===== config.mk =====
export PLATFORM = sky130hd
export DESIGN_NAME = aabb_leaf_scheduler_flat
export DESIGN_NICKNAME = d
export VERILOG_FILES = /design/src/rtl/aabb_leaf_scheduler_if.sv /design/src/rtl/aabb_leaf_scheduler.sv /design/src/flat_wrapper.sv
export SDC_FILE = /design/constraint.sdc
export NUM_CORES = 1
export LEC_CHECK = 0
export CAP_MARGIN = 0
export CORE_UTILIZATION = 25
export CTS_BUF_LIST = sky130_fd_sc_hd__clkbuf_16
export DETAILED_ROUTE_END_ITERATION = 7
export PLACE_DENSITY = 0.56
export SYNTH_ARGS = -nofsm -noshare
export SYNTH_HDL_FRONTEND = slang
export SYNTH_SLANG_ARGS = --single-unit

===== constraint.sdc =====
create_clock -name clk -period 5.75 [get_ports clk]
set_input_delay 1.4375 -clock clk [delete_from_list [all_inputs] [get_ports clk]]
set_output_delay 1.4375 -clock clk [all_outputs]
set_load 0.02 [all_outputs]

===== src/rtl/aabb_leaf_scheduler_if.sv =====
// rtl/aabb_leaf_scheduler_if.sv - request, primitive-memory, hit-unit and result signals of the leaf scheduler
//
// Groups every non-clock signal of aabb_leaf_scheduler.
//   req_*  : leaf request from the BVH traversal unit (valid/ready)
//   mem_*  : primitive memory read strobe and address
//   hu_*   : hit-unit result for the read issued in the previous cycle
//   res_*  : leaf result back to the traversal unit (valid/ready)
// Modports:
//   slave  : the scheduler itself
//   master : the surrounding traversal unit, memory and hit datapath
interface aabb_leaf_scheduler_if #(
  parameter int IDX_W = 10,
  parameter int CNT_W = 5,
  parameter int T_W   = 32,
  parameter int VI_W  = 16
);
  logic             req_valid;
  logic             req_ready;
  logic             req_any_hit;
  logic [IDX_W-1:0] req_base;
  logic [CNT_W-1:0] req_count;
  logic             mem_rd_en;
  logic [IDX_W-1:0] mem_rd_addr;
  logic             hu_hit;
  logic [T_W-1:0]   hu_t;
  logic [VI_W-1:0]  hu_vi;
  logic             res_valid;
  logic             res_ready;
  logic             res_hit;
  logic [T_W-1:0]   res_t;
  logic [VI_W-1:0]  res_vi;

  modport slave (
    input  req_valid, req_any_hit, req_base, req_count,
    output req_ready,
    output mem_rd_en, mem_rd_addr,
    input  hu_hit, hu_t, hu_vi,
    output res_valid, res_hit, res_t, res_vi,
    input  res_ready
  );

  modport master (
    output req_valid, req_any_hit, req_base, req_count,
    input  req_ready,
    input  mem_rd_en, mem_rd_addr,
    output hu_hit, hu_t, hu_vi,
    input  res_valid, res_hit, res_t, res_vi,
    output res_ready
  );
endinterface


===== src/rtl/aabb_leaf_scheduler.sv =====
// rtl/aabb_leaf_scheduler.sv - sequences the shared AABB-hit datapath over one BVH leaf
//
// Accepts a leaf (base address, primitive count, any-hit flag), issues one
// primitive read per cycle, evaluates the hit-unit answer one cycle later,
// keeps the closest hit (or stops at the first one in any-hit mode) and
// returns it over a valid/ready handshake.
// Ports:
//   clk    : clock
//   resetn : asynchronous active-low reset
//   bus    : aabb_leaf_scheduler_if.slave (req_*, mem_*, hu_*, res_*)
module aabb_leaf_scheduler #(
  parameter int IDX_W = 10,
  parameter int CNT_W = 5,
  parameter int T_W   = 32,
  parameter int VI_W  = 16
) (
  input  logic                      clk,
  input  logic                      resetn,
  aabb_leaf_scheduler_if.slave      bus
);

  typedef enum logic [1:0] {
    S_IDLE,
    S_ISSUE,
    S_DRAIN,
    S_DONE
  } state_t;

  state_t           state;
  state_t           state_nxt;

  logic             any_hit_q;
  logic [IDX_W-1:0] addr;
  logic [CNT_W-1:0] remaining;
  logic             pend;        // a read was issued last cycle; hu_* belongs to it
  logic             best_valid;
  logic [T_W-1:0]   best_t;
  logic [VI_W-1:0]  best_vi;

  logic             accept;
  logic             eval;
  logic             better;
  logic             stop;

  always_ff @(posedge clk or negedge resetn) begin
    if (!resetn) begin
      state <= S_IDLE;
    end else begin
      state <= state_nxt;
    end
  end

  always_comb begin
    accept    = 1'b0;
    eval      = 1'b0;
    better    = 1'b0;
    stop      = 1'b0;
    state_nxt = state;

    accept = (state == S_IDLE) && bus.req_valid;
    eval   = pend && ((state == S_ISSUE) || (state == S_DRAIN));
    // Strict less-than: on equal distance the earlier primitive is kept.
    better = bus.hu_hit && (!best_valid || ($signed(bus.hu_t) < $signed(best_t)));
    // In any-hit mode the first evaluated hit ends the leaf; the read issued
    // in the same cycle is simply never evaluated.
    stop   = eval && any_hit_q && bus.hu_hit;

    unique case (state)
      S_IDLE: begin
        if (accept) begin
          state_nxt = (bus.req_count == '0) ? S_DONE : S_ISSUE;
        end
      end
      S_ISSUE: begin
        if (stop) begin
          state_nxt = S_DONE;
        end else if (remaining == CNT_W'(1)) begin
          state_nxt = S_DRAIN;
        end
      end
      S_DRAIN: begin
        state_nxt = S_DONE;
      end
      S_DONE: begin
        if (bus.res_ready) begin
          state_nxt = S_IDLE;
        end
      end
      default: begin
        state_nxt = S_IDLE;
      end
    endcase
  end

  always_ff @(posedge clk or negedge resetn) begin
    if (!resetn) begin
      any_hit_q  <= 1'b0;
      addr       <= '0;
      remaining  <= '0;
      pend       <= 1'b0;
      best_valid <= 1'b0;
      best_t     <= '0;
      best_vi    <= '0;
    end else begin
      if (accept) begin
        any_hit_q  <= bus.req_any_hit;
        addr       <= bus.req_base;
        remaining  <= bus.req_count;
        best_valid <= 1'b0;
      end
      if (state == S_ISSUE) begin
        addr      <= addr + 1'b1;   // wraps modulo 2^IDX_W
        remaining <= remaining - 1'b1;
      end
      // A read issued this cycle is only worth evaluating if we stay busy.
      pend <= (state == S_ISSUE) && (state_nxt != S_DONE);
      if (eval && better) begin
        best_valid <= 1'b1;
        best_t     <= bus.hu_t;
        best_vi    <= bus.hu_vi;
      end
    end
  end

  always_comb begin
    bus.req_ready   = (state == S_IDLE);
    bus.mem_rd_en   = (state == S_ISSUE);
    bus.mem_rd_addr = (state == S_ISSUE) ? addr : '0;
    bus.res_valid   = (state == S_DONE);
    bus.res_hit     = (state == S_DONE) && best_valid;
    bus.res_t       = ((state == S_DONE) && best_valid) ? best_t : '0;
    bus.res_vi      = ((state == S_DONE) && best_valid) ? best_vi : '0;
  end

endmodule


===== src/flat_wrapper.sv =====
// flat-port wrapper written by rule: the top's interface ports become plain ports
module aabb_leaf_scheduler_flat 
#(
  parameter int IDX_W = 10,
  parameter int CNT_W = 5,
  parameter int T_W   = 32,
  parameter int VI_W  = 16
)
  (clk, resetn, bus_req_valid, bus_req_any_hit, bus_req_base, bus_req_count, bus_req_ready, bus_mem_rd_en, bus_mem_rd_addr, bus_hu_hit, bus_hu_t, bus_hu_vi, bus_res_valid, bus_res_hit, bus_res_t, bus_res_vi, bus_res_ready);
  aabb_leaf_scheduler_if #(.IDX_W(IDX_W), .CNT_W(CNT_W), .T_W(T_W), .VI_W(VI_W)) bus_i ();
  input  logic clk;
  input  logic resetn;
  input wire logic [$bits(bus_i.req_valid)-1:0] bus_req_valid;
  input wire logic [$bits(bus_i.req_any_hit)-1:0] bus_req_any_hit;
  input wire logic [$bits(bus_i.req_base)-1:0] bus_req_base;
  input wire logic [$bits(bus_i.req_count)-1:0] bus_req_count;
  output wire logic [$bits(bus_i.req_ready)-1:0] bus_req_ready;
  output wire logic [$bits(bus_i.mem_rd_en)-1:0] bus_mem_rd_en;
  output wire logic [$bits(bus_i.mem_rd_addr)-1:0] bus_mem_rd_addr;
  input wire logic [$bits(bus_i.hu_hit)-1:0] bus_hu_hit;
  input wire logic [$bits(bus_i.hu_t)-1:0] bus_hu_t;
  input wire logic [$bits(bus_i.hu_vi)-1:0] bus_hu_vi;
  output wire logic [$bits(bus_i.res_valid)-1:0] bus_res_valid;
  output wire logic [$bits(bus_i.res_hit)-1:0] bus_res_hit;
  output wire logic [$bits(bus_i.res_t)-1:0] bus_res_t;
  output wire logic [$bits(bus_i.res_vi)-1:0] bus_res_vi;
  input wire logic [$bits(bus_i.res_ready)-1:0] bus_res_ready;
  assign bus_i.req_valid = bus_req_valid;
  assign bus_i.req_any_hit = bus_req_any_hit;
  assign bus_i.req_base = bus_req_base;
  assign bus_i.req_count = bus_req_count;
  assign bus_req_ready = bus_i.req_ready;
  assign bus_mem_rd_en = bus_i.mem_rd_en;
  assign bus_mem_rd_addr = bus_i.mem_rd_addr;
  assign bus_i.hu_hit = bus_hu_hit;
  assign bus_i.hu_t = bus_hu_t;
  assign bus_i.hu_vi = bus_hu_vi;
  assign bus_res_valid = bus_i.res_valid;
  assign bus_res_hit = bus_i.res_hit;
  assign bus_res_t = bus_i.res_t;
  assign bus_res_vi = bus_i.res_vi;
  assign bus_i.res_ready = bus_res_ready;
  aabb_leaf_scheduler #(.IDX_W(IDX_W), .CNT_W(CNT_W), .T_W(T_W), .VI_W(VI_W)) u_core (.clk(clk), .resetn(resetn), .bus(bus_i));
endmodule

==> summary.md <==
| Metric | Value |
|---|---|
| Outcome | completed |
| Critical hold path startpoint | u_core.any_hit_q |
| All-Layer GR Usage | between 15 and 20% |
| Max_cap viols | 0 |
| I/O pin cnt | between 100 and 150 |
| Clock network fraction of design power | 16.0% |
| FP Rows | 56 |
| F_max | 0.231 GHz |
| RSZ-0062 raised after global routing | false |
| First-pass DRT Iterations | 4 |
| H-tree Lvls | 3 |
| R2R depth | 7 |
| Hold Path Class | reg -> reg |
| Top post-synthesis cells by area | dfrtp_1 28%, nor3b_1 12%, and3_1 11% |
| Final Critical Period | 4.32 ns |
| Sw Pwr | between 1.5 and 2 mW |
| Vias in the first global route | between 5000 and 6000 |
| Post-synth EDFFs | 0 |
| Final core occ | between 30% and 40% |
| Post-synth top cells | 103 x and3_1, 96 x nor3b_1, 75 x a21oi_1 |
| Largest net degree at the start of global routing | 100 |
| Initial cell density of the core | about a quarter |
| Detail Route Antenna Nets | 0 |
| DP HPWL | around 13 mm |
| Multi-input logic area | between 3000 and 4000 sq um |
| Worst-path clk slew | 0.06 ns |
| Post-Route WL | between 20 and 25 mm |
| Num CTS Buffers | 9 |
| # diodes | 0 |
| Sequential cell fraction of total power | a little over a quarter |
| Startpoint types | input pin |
| Setup TNS | 0 ns |
| Sequential area share after synthesis | between 20 and 30% |
| Cell Area, Synth | a little over 6000 sq um |
| Synth area leader | dfrtp_1 |
| Hold depth | 2 |
| Core Area | roughly 24000 sq um |
| Die H | about 160 um |
| Flops & latches, synth | 68 |
| Final Cycle Share | roughly three quarters |
| Final nets | around 920 |
| Power per cell area | about 450 nW/um^2 |
| Post-DR wirelength/cell | 18.3 um |
| Sink Count | 68 |
| TritonCTS clock tree | yes |
| CTS Hold Bufs | 0 |
| Number of fill cells | about 2500 |
| Critical path class | in -> reg |
| Crit. End Element | flop |
| First-pass GRT wire length | 32.4 mm |
| Max Buffers Root-to-Sink | 2 |
| CTS root buf | clkbuf_16 |
| Async S/R FF share, synth | 100% |
| Post-CTS setup buffer count | 0 |
| Combinational share of power | between 50% and 60% |
| Worst-Skew Late Latency | around 0.34 ns |
| Worst slew margin | 23.1% |
| Layout area overhead | 30.5% |
| Post_cts resized | 0 |
| Die W | about 160 um |
| Worst Setup SP | bus_hu_t[31] |
| Leak Pwr | approximately 3.2 nW |
| Routed vias | 6034 |
| Vias/cell | 5.29 |
| Least-Margin Pin Slew | about 1.2 ns |
| Most frequent cell after synthesis | and3_1 |
| Worst path required time | roughly 6.0 ns |
| Internal power | approximately 1.8 mW |
| RePlAce Congestion | 0.784 |
| Fin. Hold Viols | 0 |
| Initial drt markers | 436 |
| VDD IR max | between 200 and 300 uV |
| Post-synth top flop | dfrtp_1 |
| Syn Area/Cell | just over 8 sq um |
| CP arrival | 4.57 ns |
| Switch share | approximately half |
| Share of cells above drive strength 1 | under 10% |
| I/O Buffers | 130 |
| Final setup violation count | 0 |
| Register area | between 1500 and 2000 sq um |
| Grt ovf | 0 |
| Slew Limit Fails | 0 |
| Top cell type's share of synthesized area | 28.0% |
| Max Clock Skew | 0.00718 ns |
| Cell variety after synth | 47 |
| R2r startpoint | u_core.best_t[31] |
| Mapped Cells | ~740 |
| Crit path max fanout | 99 |
| Ys Warns | 0 |
| Syn nets | 850 |
| Antenna violations before repair | 0 |
| Die ar. | 24900 sq um |
| # DRC | 0 |
[cell usage in the layout (no fill, tap or decap), types with 3 or more instances in the layout]
cell type,netlist,final
a211oi_1,5,5
a21oi_1,75,74
a31oi_1,6,5
and2_1,11,11
and3_1,103,102
buf_4,1,11
clkbuf_16,0,9
clkdlybuf4s50_1,0,129
dfrtp_1,68,67
ha_1,38,36
inv_1,56,56
mux2i_1,4,4
nand2_1,25,25
nand3_1,9,8
nand4_1,8,8
nor2_1,15,14
nor3_1,6,6
nor3b_1,96,96
o211ai_1,49,49
o21a_1,4,4
o21ai_0,6,6
o311ai_0,33,33
o311ai_1,5,5
o311ai_2,10,10
xnor2_1,5,5
xor2_1,3,3
[stage by stage]
step | hold WS, ns | setup slack [ns] | area [sq um] | power [mW] | instances
4_1_cts | 0.480 | 1.41 | 7930 | 3.58 | 1140
6_report | 0.481 | 1.43 | 7930 | 3.55 | 1140
3_5_place_dp | 0.467 | 1.07 | 7640 | 2.99 | 1124
5_1_grt | 0.537 | 1.19 | 7930 | 3.84 | 1140
3_3_place_gp | 0.461 | 1.13 | 7640 | 2.97 | 1124
2_1_floorplan | 0.446 | 2.17 | 6080 | 2.27 | 743
[routing by layer]
layer | vias up | part of all wire, % | track usage (%) | wire, um
li1 | 2911 | - | - | -
met1 | 2921 | 50 | 24.3 | 10400
met2 | 185 | 44 | 25.4 | 9230
met3 | 17 | 4.9 | 3.04 | 1010
met4 | 0 | 1.2 | 3.75 | 246
met5 | - | 0 | 0 | 0
[state kept, by name (all words and copies together), names as in the netlist]
signal / cells
u_core.best_t: 32
u_core.best_vi: 16
u_core.addr: 10
u_core.remaining: 5
u_core.state: 2
u_core.any_hit_q: 1
u_core.best_valid: 1
u_core.pend: 1
[power by group through the flow]
| stage | registers (mW) | logic (mW) | clock network, mW |
|---|---|---|---|
| global route | 0.985 | 2.26 | 0.601 |
| floorplan | 0.835 | 1.43 | 0 |
| CTS | 0.946 | 2.05 | 0.581 |
| global placement | 0.951 | 2.02 | 0 |
| detailed placement | 0.947 | 2.04 | 0 |
| finish | 0.950 | 2.03 | 0.567 |
[critical path: stages]
cell and delay [ns]:
clkdlybuf4s50_1 0.51, ha_4 0.32, buf_4 0.68, a221o_1 0.35, or2_2 0.91, a21oi_1 0.19, o311ai_2 0.13
[cells by family (layout without fill, tap and decap cells)]
family / count (synthesis) / count (layout) / share of synthesized area [%]
AND/OR/NAND/NOR: 282 / 282 / 29.1
AO/OA/AOI/OAI: 207 / 207 / 24.6
buffers and inverters: 136 / 214 / 8.68
XOR/XNOR: 8 / 8 / 1.15
adder cells (fa/ha/maj): 38 / 38 / 7.82
flip-flops: 68 / 68 / 28.0
multiplexers: 4 / 4 / 0.659
[final timing paths]
| path | slack [ns] | end |
|---|---|---|
| worst max register to register | 2.62 | u_core.best_vi[3] |
| max in group asynchronous | 3.76 | u_core.best_valid |
| min in group asynchronous | 1.10 | u_core.addr[5] |
| worst max-delay path | 1.43 | u_core.best_vi[3] |
| worst min-delay path | 0.48 | u_core.any_hit_q |
| worst min register to register | 0.48 | u_core.any_hit_q |
[layout make-up]
cell class / instances / area share (%)
well taps: 319 / 5.03
repair buffers: 142 / 17.8
clock buffers: 9 / 2.84
flip-flops and latches: 68 / 21.5
multi-input cells: 539 / 49.3
inverters: 56 / 2.65
clock inverters: 7 / 0.852
(Power assumes the default switching activity.)
